**config.mk**
```make
export PLATFORM = sky130hd
export DESIGN_NAME = uncache_axi_bridge
export DESIGN_NICKNAME = d
export VERILOG_FILES = /design/src/rtl/uncache_axi_bridge_pkg.sv /design/src/rtl/uncache_lane_align.sv /design/src/rtl/uncache_axi_bridge.sv
export SDC_FILE = /design/constraint.sdc
export NUM_CORES = 1
export LEC_CHECK = 0
export BUFFER_PORTS_ARGS = -buffer_cell sky130_fd_sc_hd__buf_2
export CAP_MARGIN = 0
export CORE_AREA = 8 8 180 182
export CTS_CLUSTER_SIZE = 14
export DETAILED_ROUTE_END_ITERATION = 8
export DIE_AREA = 0 0 188 190
export GPL_TIMING_DRIVEN = 0
export PLACE_DENSITY = 0.8
export SLEW_MARGIN = 20
export SYNTH_ARGS = -nofsm -noshare
export SYNTH_HDL_FRONTEND = slang
export SYNTH_SLANG_ARGS = --single-unit
```
**constraint.sdc**
```tcl
create_clock -name clk -period 2.8 [get_ports clk]
set_input_delay 0.56 -clock clk [delete_from_list [all_inputs] [get_ports clk]]
set_output_delay 0.56 -clock clk [all_outputs]
set_load 0.01 [all_outputs]
```
**src/rtl/uncache_axi_bridge_pkg.sv**
```systemverilog
// rtl/uncache_axi_bridge_pkg.sv - shared encodings and size helpers for the uncached AXI4-Lite bridge
package uncache_axi_bridge_pkg;

  localparam logic [1:0] UC_SIZE_B = 2'd0;
  localparam logic [1:0] UC_SIZE_H = 2'd1;
  localparam logic [1:0] UC_SIZE_W = 2'd2;
  localparam logic [1:0] UC_SIZE_D = 2'd3;

  localparam logic [1:0] AXI_RESP_OKAY   = 2'd0;
  localparam logic [1:0] AXI_RESP_SLVERR = 2'd2;
  localparam logic [1:0] AXI_RESP_DECERR = 2'd3;

  typedef enum logic [2:0] {
    ST_IDLE,
    ST_RD_ADDR,
    ST_RD_DATA,
    ST_WR,
    ST_WR_RESP,
    ST_RESP
  } bridge_state_e;

  function automatic logic [7:0] size_byte_mask(input logic [1:0] size);
    case (size)
      UC_SIZE_B: return 8'h01;
      UC_SIZE_H: return 8'h03;
      UC_SIZE_W: return 8'h0F;
      default:   return 8'hFF;
    endcase
  endfunction

  // Address bits that must be zero for a naturally aligned access.
  function automatic logic [2:0] size_off_mask(input logic [1:0] size);
    case (size)
      UC_SIZE_B: return 3'd0;
      UC_SIZE_H: return 3'd1;
      UC_SIZE_W: return 3'd3;
      default:   return 3'd7;
    endcase
  endfunction

endpackage

```
**src/rtl/uncache_lane_align.sv**
```systemverilog
// rtl/uncache_lane_align.sv - combinational byte-lane steering for requests and read responses
module uncache_lane_align
  import uncache_axi_bridge_pkg::*;
(
  input  logic [1:0]  req_size_i,
  input  logic [2:0]  req_off_i,
  input  logic [63:0] req_wdata_i,
  input  logic [1:0]  rsp_size_i,
  input  logic [2:0]  rsp_off_i,
  input  logic [63:0] rsp_rdata_i,
  output logic        misaligned_o,
  output logic [7:0]  wstrb_o,
  output logic [63:0] wdata_o,
  output logic [63:0] rdata_o
);

  logic [7:0]  rsp_bytes;
  logic [63:0] rsp_keep;

  always_comb begin
    misaligned_o = |(req_off_i & size_off_mask(req_size_i));
    wstrb_o      = size_byte_mask(req_size_i) << req_off_i;
    wdata_o      = req_wdata_i << {req_off_i, 3'b000};

    rsp_bytes = size_byte_mask(rsp_size_i);
    rsp_keep  = '0;
    for (int i = 0; i < 8; i++) begin
      rsp_keep[i*8 +: 8] = {8{rsp_bytes[i]}};
    end
    rdata_o = (rsp_rdata_i >> {rsp_off_i, 3'b000}) & rsp_keep;
  end

endmodule

```
**src/rtl/uncache_axi_bridge.sv**
```systemverilog
// rtl/uncache_axi_bridge.sv - single-outstanding LSU uncached port to AXI4-Lite master with timeout
module uncache_axi_bridge
  import uncache_axi_bridge_pkg::*;
#(
  parameter int unsigned TIMEOUT = 256
) (
  input  logic        clk,
  input  logic        rst,
  input  logic        uncache_mem_vld_i,
  output logic        uncache_mem_ready_o,
  input  logic        uncache_mem_write_i,
  input  logic [2:0]  uncache_mem_size_i,
  input  logic [63:0] uncache_mem_addr_i,
  input  logic [63:0] uncache_mem_wdata_i,
  output logic        uncache_mem_resp_vld_o,
  input  logic        uncache_mem_resp_rdy_i,
  output logic [63:0] uncache_mem_resp_data_o,
  output logic        uncache_mem_resp_err_o,
  output logic        store_err_o,
  output logic        m_awvalid,
  input  logic        m_awready,
  output logic [63:0] m_awaddr,
  output logic        m_wvalid,
  input  logic        m_wready,
  output logic [63:0] m_wdata,
  output logic [7:0]  m_wstrb,
  input  logic        m_bvalid,
  output logic        m_bready,
  input  logic [1:0]  m_bresp,
  output logic        m_arvalid,
  input  logic        m_arready,
  output logic [63:0] m_araddr,
  input  logic        m_rvalid,
  output logic        m_rready,
  input  logic [63:0] m_rdata,
  input  logic [1:0]  m_rresp
);

  localparam logic [15:0] CNT_LAST = 16'(TIMEOUT - 1);

  bridge_state_e state_q, state_d;
  logic [1:0]  size_q, size_d;
  logic        write_q, write_d;
  logic [2:0]  off_q, off_d;
  logic [63:0] addr_q, addr_d;
  logic [63:0] wdata_q, wdata_d;
  logic [7:0]  wstrb_q, wstrb_d;
  logic        aw_done_q, aw_done_d, w_done_q, w_done_d;
  logic [15:0] cnt_q, cnt_d;
  logic        arvalid_q, arvalid_d, awvalid_q, awvalid_d, wvalid_q, wvalid_d;
  logic        rready_q, rready_d, bready_q, bready_d;
  logic        resp_vld_q, resp_vld_d, resp_err_q, resp_err_d;
  logic [63:0] resp_data_q, resp_data_d;
  logic        store_err_q, store_err_d;

  logic        req_misaligned;
  logic [7:0]  req_wstrb;
  logic [63:0] req_wdata, rsp_rdata;
  logic        aw_hs, w_hs, timer_expired;
  logic        unused_size_hi;

  assign unused_size_hi = uncache_mem_size_i[2];

  uncache_lane_align u_lane_align (
    .req_size_i   (uncache_mem_size_i[1:0]),
    .req_off_i    (uncache_mem_addr_i[2:0]),
    .req_wdata_i  (uncache_mem_wdata_i),
    .rsp_size_i   (size_q),
    .rsp_off_i    (off_q),
    .rsp_rdata_i  (m_rdata),
    .misaligned_o (req_misaligned),
    .wstrb_o      (req_wstrb),
    .wdata_o      (req_wdata),
    .rdata_o      (rsp_rdata)
  );

  assign timer_expired = (cnt_q == CNT_LAST);

  // A handshake in the expiry cycle is checked first so a last-moment response still completes.
  always_comb begin
    state_d     = state_q;
    size_d      = size_q;
    write_d     = write_q;
    off_d       = off_q;
    addr_d      = addr_q;
    wdata_d     = wdata_q;
    wstrb_d     = wstrb_q;
    aw_done_d   = aw_done_q;
    w_done_d    = w_done_q;
    cnt_d       = cnt_q;
    arvalid_d   = arvalid_q;
    awvalid_d   = awvalid_q;
    wvalid_d    = wvalid_q;
    rready_d    = rready_q;
    bready_d    = bready_q;
    resp_vld_d  = resp_vld_q;
    resp_err_d  = resp_err_q;
    resp_data_d = resp_data_q;
    store_err_d = 1'b0;
    aw_hs       = awvalid_q & m_awready;
    w_hs        = wvalid_q & m_wready;

    case (state_q)
      ST_IDLE: begin
        if (uncache_mem_vld_i) begin
          size_d    = uncache_mem_size_i[1:0];
          write_d   = uncache_mem_write_i;
          off_d     = uncache_mem_addr_i[2:0];
          addr_d    = {uncache_mem_addr_i[63:3], 3'b000};
          wdata_d   = req_wdata;
          wstrb_d   = req_wstrb;
          aw_done_d = 1'b0;
          w_done_d  = 1'b0;
          cnt_d     = '0;
          if (req_misaligned) begin
            state_d = ST_RESP;
            if (uncache_mem_write_i) begin
              store_err_d = 1'b1;
            end else begin
              resp_vld_d  = 1'b1;
              resp_err_d  = 1'b1;
              resp_data_d = '0;
            end
          end else if (uncache_mem_write_i) begin
            state_d   = ST_WR;
            awvalid_d = 1'b1;
            wvalid_d  = 1'b1;
          end else begin
            state_d   = ST_RD_ADDR;
            arvalid_d = 1'b1;
          end
        end
      end
      ST_RD_ADDR: begin
        cnt_d = cnt_q + 16'd1;
        if (arvalid_q && m_arready) begin
          arvalid_d = 1'b0;
          rready_d  = 1'b1;
          cnt_d     = '0;
          state_d   = ST_RD_DATA;
        end else if (timer_expired) begin
          arvalid_d   = 1'b0;
          resp_vld_d  = 1'b1;
          resp_err_d  = 1'b1;
          resp_data_d = '0;
          state_d     = ST_RESP;
        end
      end
      ST_RD_DATA: begin
        cnt_d = cnt_q + 16'd1;
        if (rready_q && m_rvalid) begin
          rready_d    = 1'b0;
          resp_vld_d  = 1'b1;
          resp_err_d  = (m_rresp != AXI_RESP_OKAY);
          resp_data_d = rsp_rdata;
          state_d     = ST_RESP;
        end else if (timer_expired) begin
          rready_d    = 1'b0;
          resp_vld_d  = 1'b1;
          resp_err_d  = 1'b1;
          resp_data_d = '0;
          state_d     = ST_RESP;
        end
      end
      ST_WR: begin
        cnt_d     = cnt_q + 16'd1;
        aw_done_d = aw_done_q | aw_hs;
        w_done_d  = w_done_q | w_hs;
        awvalid_d = awvalid_q & ~m_awready;
        wvalid_d  = wvalid_q & ~m_wready;
        if (aw_done_d && w_done_d) begin
          bready_d = 1'b1;
          cnt_d    = '0;
          state_d  = ST_WR_RESP;
        end else if (timer_expired) begin
          awvalid_d   = 1'b0;
          wvalid_d    = 1'b0;
          store_err_d = 1'b1;
          state_d     = ST_IDLE;
        end
      end
      ST_WR_RESP: begin
        cnt_d = cnt_q + 16'd1;
        if (bready_q && m_bvalid) begin
          bready_d    = 1'b0;
          store_err_d = (m_bresp != AXI_RESP_OKAY);
          state_d     = ST_IDLE;
        end else if (timer_expired) begin
          bready_d    = 1'b0;
          store_err_d = 1'b1;
          state_d     = ST_IDLE;
        end
      end
      ST_RESP: begin
        // A misaligned store parks here for one cycle only; it never raises resp_vld.
        if (write_q) begin
          state_d = ST_IDLE;
        end else if (uncache_mem_resp_rdy_i) begin
          resp_vld_d = 1'b0;
          resp_err_d = 1'b0;
          state_d    = ST_IDLE;
        end
      end
      default: state_d = ST_IDLE;
    endcase
  end

  always_ff @(posedge clk) begin
    if (rst) begin
      state_q     <= ST_IDLE;
      size_q      <= '0;
      write_q     <= 1'b0;
      off_q       <= '0;
      addr_q      <= '0;
      wdata_q     <= '0;
      wstrb_q     <= '0;
      aw_done_q   <= 1'b0;
      w_done_q    <= 1'b0;
      cnt_q       <= '0;
      arvalid_q   <= 1'b0;
      awvalid_q   <= 1'b0;
      wvalid_q    <= 1'b0;
      rready_q    <= 1'b0;
      bready_q    <= 1'b0;
      resp_vld_q  <= 1'b0;
      resp_err_q  <= 1'b0;
      resp_data_q <= '0;
      store_err_q <= 1'b0;
    end else begin
      state_q     <= state_d;
      size_q      <= size_d;
      write_q     <= write_d;
      off_q       <= off_d;
      addr_q      <= addr_d;
      wdata_q     <= wdata_d;
      wstrb_q     <= wstrb_d;
      aw_done_q   <= aw_done_d;
      w_done_q    <= w_done_d;
      cnt_q       <= cnt_d;
      arvalid_q   <= arvalid_d;
      awvalid_q   <= awvalid_d;
      wvalid_q    <= wvalid_d;
      rready_q    <= rready_d;
      bready_q    <= bready_d;
      resp_vld_q  <= resp_vld_d;
      resp_err_q  <= resp_err_d;
      resp_data_q <= resp_data_d;
      store_err_q <= store_err_d;
    end
  end

  assign uncache_mem_ready_o     = (state_q == ST_IDLE);
  assign uncache_mem_resp_vld_o  = resp_vld_q;
  assign uncache_mem_resp_data_o = resp_data_q;
  assign uncache_mem_resp_err_o  = resp_err_q;
  assign store_err_o             = store_err_q;
  assign m_arvalid               = arvalid_q;
  assign m_araddr                = addr_q;
  assign m_rready                = rready_q;
  assign m_awvalid               = awvalid_q;
  assign m_awaddr                = addr_q;
  assign m_wvalid                = wvalid_q;
  assign m_wdata                 = wdata_q;
  assign m_wstrb                 = wstrb_q;
  assign m_bready                = bready_q;

endmodule

```
### Word level (Yosys, flattened, before mapping)

Index checks and enable logic that the tools add are counted.

| word-level totals | value |
|---|---|
| register bits after elaboration | 232 |
| input port bits | 209 |
| output and inout port bits | 273 |
| word-level logic and storage cells | 154 |

| cells by class | value |
|---|---|
| add/sub/neg operators | 1 |
| eq/ne operators | 24 |
| shifts and indexed selects | 3 |
| mux-type cells | 69 |
| bitwise logic cells | 10 |
| reductions and logical operators | 28 |

Operators with widths:

| cell | number |
|---|---|
| $mux W64 | 6 |
| $pmux W64 S3 | 1 |
| $and A64 B64 Y64 | 1 |
| $pmux W16 S4 | 1 |
| $shl A64 B6 Y64 | 1 |
| $shr A64 B6 Y64 | 1 |
| $mux W16 | 3 |
| $pmux W8 S3 | 2 |
| $mux W1 | 33 |
| $mux W3 | 10 |
| $pmux W3 S6 | 1 |
| $add A16 B1 Y16 const B | 1 |
| $eq A16 B8 Y1 const B | 1 |
| $ne A2 B2 Y1 const B | 8 |
| $pmux W1 S2 | 7 |
| $ne A3 B3 Y1 const B | 4 |
| $reduce_bool A2 Y1 | 6 |
| $reduce_and A5 Y1 | 2 |
| $pmux W3 S3 | 1 |
| $pmux W1 S4 | 2 |
| $reduce_and A2 Y1 | 4 |
| $reduce_bool A4 Y1 | 2 |
| $shl A8 B3 Y8 | 1 |
| $reduce_and A7 Y1 | 1 |
| other kinds (20) | 35 |

### Depth between registers and ports, before layout

| logic depth | value |
|---|---|
| word-level depth | 7 |
| depth in mapped cells | 8 |
| mapped depth without buffers | 6 |

### Cells and area by module

A second synthesis with hierarchy kept.

| unflattened totals | value |
|---|---|
| cell total of the unflattened synthesis | 1457 |
| area total of the unflattened synthesis | 12707.2 µm² |

Modules (own cells, without submodules):

| module | instances | cells each | area an instance (µm²) | sequential area each (µm²) |
|---|---|---|---|---|
| uncache_axi_bridge | 1 | 1019 | 8857.2 | 4644.5 |
| uncache_lane_align | 1 | 438 | 3849.9 | 0.0 |

### Worst setup path before layout

Ideal clock, no wire load.

| timing | value |
|---|---|
| path type | input port to flip-flop |
| from | input uncache_mem_size_i[1] |
| to | register resp_data_q[32] (netlist: uncache_mem_resp_data_o[32]) |
| setup time | 0.060 ns |
| arrival time | 2.011 ns |
| required time | 2.740 ns |
| slack | 0.729 ns |
| cell stages on the path | 7 |
| buffers on the path | 2 |
| cells stage by stage | buf_2 o21a_1 a21oi_2 o21ai_0 a41oi_4 buf_6 a22o_1 |

| on the way | value |
|---|---|
| cells in the longest elaborated chain, start to end | 6 |
| elaborated cells on any way between the ends | 8 |
| classes of those cells | 3 x eq/ne; 1 x mux; 1 x bitwise; 3 x reduce/logical |

RTL lines:

| element | line | source |
|---|---|---|
| start: declaration | uncache_axi_bridge.sv:12 | `input logic [2:0] uncache_mem_size_i,` |
| $eq A2 B2 Y1, or another cell as far along | uncache_axi_bridge_pkg.sv:33 | `case (size)` |
| $pmux W3 S3 * | uncache_axi_bridge_pkg.sv:33 |  |
| $and A3 B3 Y3 * | uncache_lane_align.sv:21 | `misaligned_o = \|(req_off_i & size_off_mask(req_size_i));` |
| $reduce_or A3 Y1 * | uncache_lane_align.sv:21 |  |
| $ne A2 B1 Y1 (no source line) * | n/a |  |
| $reduce_and A5 Y1 (no source line) * | n/a |  |
| end signal: assignment | uncache_axi_bridge.sv:247 | `resp_data_q <= resp_data_d;` |
| end: declaration | uncache_axi_bridge.sv:53 | `logic [63:0] resp_data_q, resp_data_d;` |

Mark *: on every way between the ends. The rest lies on a longest branch, timed or not.
A chain may end at the register's enable or synchronous reset.

### Worst setup path after layout

| timing | value |
|---|---|
| from | register state_q[2] |
| to | register resp_data_q[58] (netlist: uncache_mem_resp_data_o[58]) |

| on the way | value |
|---|---|
| cells in the longest elaborated chain, start to end | 3 |
| elaborated cells on any way between the ends | 10 |
| classes of those cells | 6 x eq/ne; 1 x mux; 3 x reduce/logical |

RTL lines:

| element | line | source |
|---|---|---|
| start: declaration | uncache_axi_bridge.sv:41 | `bridge_state_e state_q, state_d;` |
| start signal: assignment | uncache_axi_bridge.sv:230 | `state_q <= state_d;` |
| $eq A3 B1 Y1, or another cell as far along | uncache_axi_bridge.sv:103 | `case (state_q)` |
| $ne A2 B2 Y1 (no source line), or another cell as far along | n/a |  |
| $reduce_and A5 Y1 (no source line) | n/a |  |

Parallel ways exist; a longest one is shown, timed or not.

==> metrics list <==
- The finished layout holds between 2,000 and 2,500 standard cells, fillers aside.
* Count of flip-flops with a built-in enable after synthesis: 0
- Share of flip-flops with an asynchronous set or reset after synthesis: 0
- Core Box Area: approximately 0.029 mm^2
- STA classifies the critical path endpoint as a flip-flop.
- Post-CTS clock slew at the launch and capture registers of the worst setup and hold paths: 60 ps
- The synthesized design contains roughly 230 register bits.
- For this block, the routed nets add up to 54,740 um of wire.
- The tree is rooted in a clkbuf_16.
- At the pin with the least slew margin, the transition time is roughly 1000 ps.
* Worst slew margin relative to its limit: 0.3072
* Cell type group with the largest total delay on the critical path: simple AND/OR/NAND/NOR gates
- In the final layout, the share of cells above drive strength 1 is 0.3515.
* Crit Path Class: flip-flop to flip-flop
- Share of power burned in the clock network: 0.318
* First-pass GRT wire length: between 80,000 and 90,000 um
- In this run, distinct cell masters in the synthesized netlist total 62.
- At the end of the flow, the number of nets in the layout was between 2,000 and 2,500.
- Maximum Capacitance Violations: 0
- Most used flip-flop cell after synthesis: dfxtp_1
* Vias in the first global route: about 13,000
- Among all cell types in the netlist, the one instantiated most often is dfxtp_1.
* Critical Path Start Type: flip-flop
* Routed metal-1 wirelength: approximately 20,000 um
* Number of iterations in the first detailed-routing pass: 6
- Routability-driven placement finished with a final weighted congestion of around 1.1.
- Synth-to-layout area growth: 31.63%
- The largest total area in the synthesized netlist belongs to dfxtp_1.
- Area contributors post-synth: dfxtp_1 (39%), mux2i_1 (7.6%), nand2_1 (6.2%)
- Met2 Wirelength: 25,840 um
* Class of the tightest hold or removal check: input port to flip-flop
- Once detailed placement completed, the half-perimeter wirelength came to roughly 44,000 um.
- Area of all placed cells without fillers: approximately 0.016 mm^2
- Highest Clock Rate: 0.3770 GHz
- Summed over all cells, the static leakage comes to 7.065 nW.
- Worst VDD drop: approximately 0.45 mV
- DR iter-0 viols: ~1,400
* Number of buffers and inverters on the critical path: 3
- Power Internal: 0.007187 W
- TritonCTS Sinks: between 200 and 250
- List of cells traversed by the critical path: buf_2 > inv_1 > nand4_4 > nor3_2 > and2_1 > buf_1 > a22o_1
- Number of buffers inserted during clock tree synthesis: 26
- Summing all placed instances gives a cell area of between 0.01 and 0.015 mm^2.
- Wire segments on met3 add up to ~5700 um in the final route.
- Count of cell instances traversed by the critical path: 7
- Overall via count from detail_route: about 13,000
- For this design the ratio of total power to cell area is roughly 700 mW/mm^2.
- For this run, the register share of the synthesized area comes to 0.3904.
- Power, Total: between 0.01 and 0.015 W
- STA puts the critical path data required time at ~3300 ps.
* Final global-route overflow total: 0
* Cell with the largest stage delay on the worst path: nor3_2
* Worst stage delay on the critical path: between 800 and 900 ps
- Of all nets on the critical path, the largest fanout is 10.
- Pin count of the biggest net entering global routing: 14
- Count of cells along the worst hold path: 3
- Maximum count of clock buffers along a single path: 3
- The number of slew-limit violations in the final report is 0.
- Row Count: 63
- The share of total power dissipated in sequential elements is 0.347.
- For this configuration, the core starts out at a cell density of 0.4047.
- Die extent in x: 188 um
- Source-to-sink clock delay at the later pin of the worst-skew pair: between 500 and 600 ps
- Number of post-CTS setup repair buffers: 0
- After detailed routing, the number of vias per cell comes to approximately 5.7.
- Clock tree from TritonCTS: done
* Reported net switching power: between 0.004 and 0.005 W
- Reg2Reg Depth: 7
* Average footprint of a synthesized cell: between 8 and 9 um^2
- After detailed placement, the design holds a cell count of between 2,000 and 2,500.
- Area share of the largest cell type after synthesis: 0.3904
- Of the total power, combinational logic draws 0.335.
* Top layer reached by signal wires: met5
- The Yosys step of the flow raised 0 warnings.
- Switching part of the total: 0.3614
* Data arrival time at the worst-slack endpoint: about 3100 ps
* Commonest cells post-synth: dfxtp_1 (232), nand2_1 (196), a21oi_1 (122), nor2_1 (122), mux2i_1 (90)
* Number of remaining DRC errors: 0
* Initial antenna violation count: 4
* Final Skew: 9.756 ps
- Pin placement for this block handled between 400 and 500 I/O pins.
* Post-synthesis instance area: ~0.012 mm^2
* Avg WL per Cell: 23.77 um
- Cell count after synthesis: about 1,400
- The die covers 0.03572 mm^2.
* Final Hold Violating Endpoints: 0
* Clock period minus final worst setup slack: between 2000 and 3000 ps
* Final worst hold slack: 266.7 ps
- The flow ran to the end, and the final reports show no timing, DRC or antenna violations.
- In this run the remaining antenna-violating nets after routing total 0.
- Input and output buffers added on the ports amount to between 400 and 500.
- Dividing the final minimum period by the clock period gives 0.9474.
- Final setup fails: 0
- In this run the vertical extent of the chip is around 190 um.
* Global router's overall resource usage: 0.2897
- Setup repair after global routing missed its margin: no
* Maximum level of the CTS H-tree: 1
worst reg2reg max path: stages (launching register included):
cell and delay [ps]:
dfxtp_1 300, buf_2 180, inv_1 220, nand4_4 250
nor3_2 880, and2_1 230, buf_1 330, a22o_1 210
worst paths after layout:
check,from,endpoint,slack (ps)
max,state_q[2]$_SDFFE_PP0P_,uncache_mem_resp_data_o[58]$_SDFFE_PP0P_,150
min,uncache_mem_addr_i[25],m_araddr[25]$_SDFFE_PP0P_,270
max reg2reg,state_q[2]$_SDFFE_PP0P_,uncache_mem_resp_data_o[58]$_SDFFE_PP0P_,150
min reg2reg,m_wdata[11]$_SDFFE_PP0P_,m_wdata[11]$_SDFFE_PP0P_,460
power groups by stage:
stage | clock, W | combinational [W] | sequential (W)
after floorplan | 0 | 0.00212 | 0.00404
final | 0.00358 | 0.00377 | 0.00391
after global routing | 0.00376 | 0.00405 | 0.00394
after detailed placement | 0 | 0.00372 | 0.00397
after global placement | 0 | 0.00368 | 0.00396
after CTS | 0.00362 | 0.00373 | 0.00390
repair_timing:
item | 4_1_cts | 5_1_grt
setup endpoints to repair | 0 | 2
gates resized for setup | 0 | 2
hold buffers | 0 | 0
layout by cell type, fill, tap and decap left out, types with 5 or more instances in the layout:
cell type	instances
nor2b_1	21
clkbuf_1	72
a31oi_1	12
xor2_1	7
mux2_2	25
dfxtp_1	232
nand4_1	7
mux4_2	16
inv_1	5
a211oi_1	84
o2bb2ai_1	32
nor3_1	28
nand3_1	19
and3_1	5
buf_4	67
o21a_1	6
a21oi_1	122
clkinv_2	8
o22ai_1	9
nor2_1	122
buf_2	497
a22o_1	33
conb_1	6
a22oi_1	25
nand2_1	196
buf_1	16
buf_6	7
a2bb2oi_1	8
nand2b_1	5
mux2i_1	90
clkbuf_16	27
o21ai_0	36
sequential cells by signal, indices dropped and copies added, names as in the netlist:
register and cells:
aw_done_q 1, cnt_q 16, m_araddr 61, m_arvalid 1, m_awvalid 1, m_bready 1, m_rready 1, m_wdata 64
m_wstrb 8, m_wvalid 1, off_q 3, size_q 2, state_q 3, store_err_o 1, uncache_mem_resp_data_o 64, uncache_mem_resp_err_o 1
uncache_mem_resp_vld_o 1, w_done_q 1, write_q 1
layout make-up:
type                            instances  area, um^2
Clock inverter                         16       191.4
Sequential cell                       232        4644
Fill cell                            2759       13740
Antenna cell                            4       10.01
Inverter                                5       18.77
Tap cell                              390       488.0
Multi-Input combinational cell        968        6215
Clock buffer                           30       696.9
Buffer                                187        1040
Timing Repair Buffer                  471        2357
per-layer routing:
layer,vias to the layer above,track usage
li1,5945,-
met2,867,0.4910
met4,2,0.1355
met1,6147,0.3317
met3,184,0.08733
met5,-,0
logic make-up after synthesis:
kind of cell,after synthesis,synth area share
xor gates and xnor gates,11,0.008097
DFF,232,0.3904
buffers and inverters,192,0.08886
AOI/OAI and AO/OA,390,0.2219
and+or+nand+nor,429,0.1597
muxes,131,0.1297
other,1,0.0003152
adders and majority gates,1,0.001051
per-stage QoR:
step           utilization  TNS [ps]  worst slack [ps]
6_report            0.5327         0             147.3
5_1_grt             0.5325         0             57.14
3_5_place_dp        0.5021    -361.4            -86.58
2_1_floorplan            -         0             729.4
3_3_place_gp        0.5021    -437.5            -115.0
4_1_cts             0.5323         0             166.8
Power figures use the tool's default switching activity.
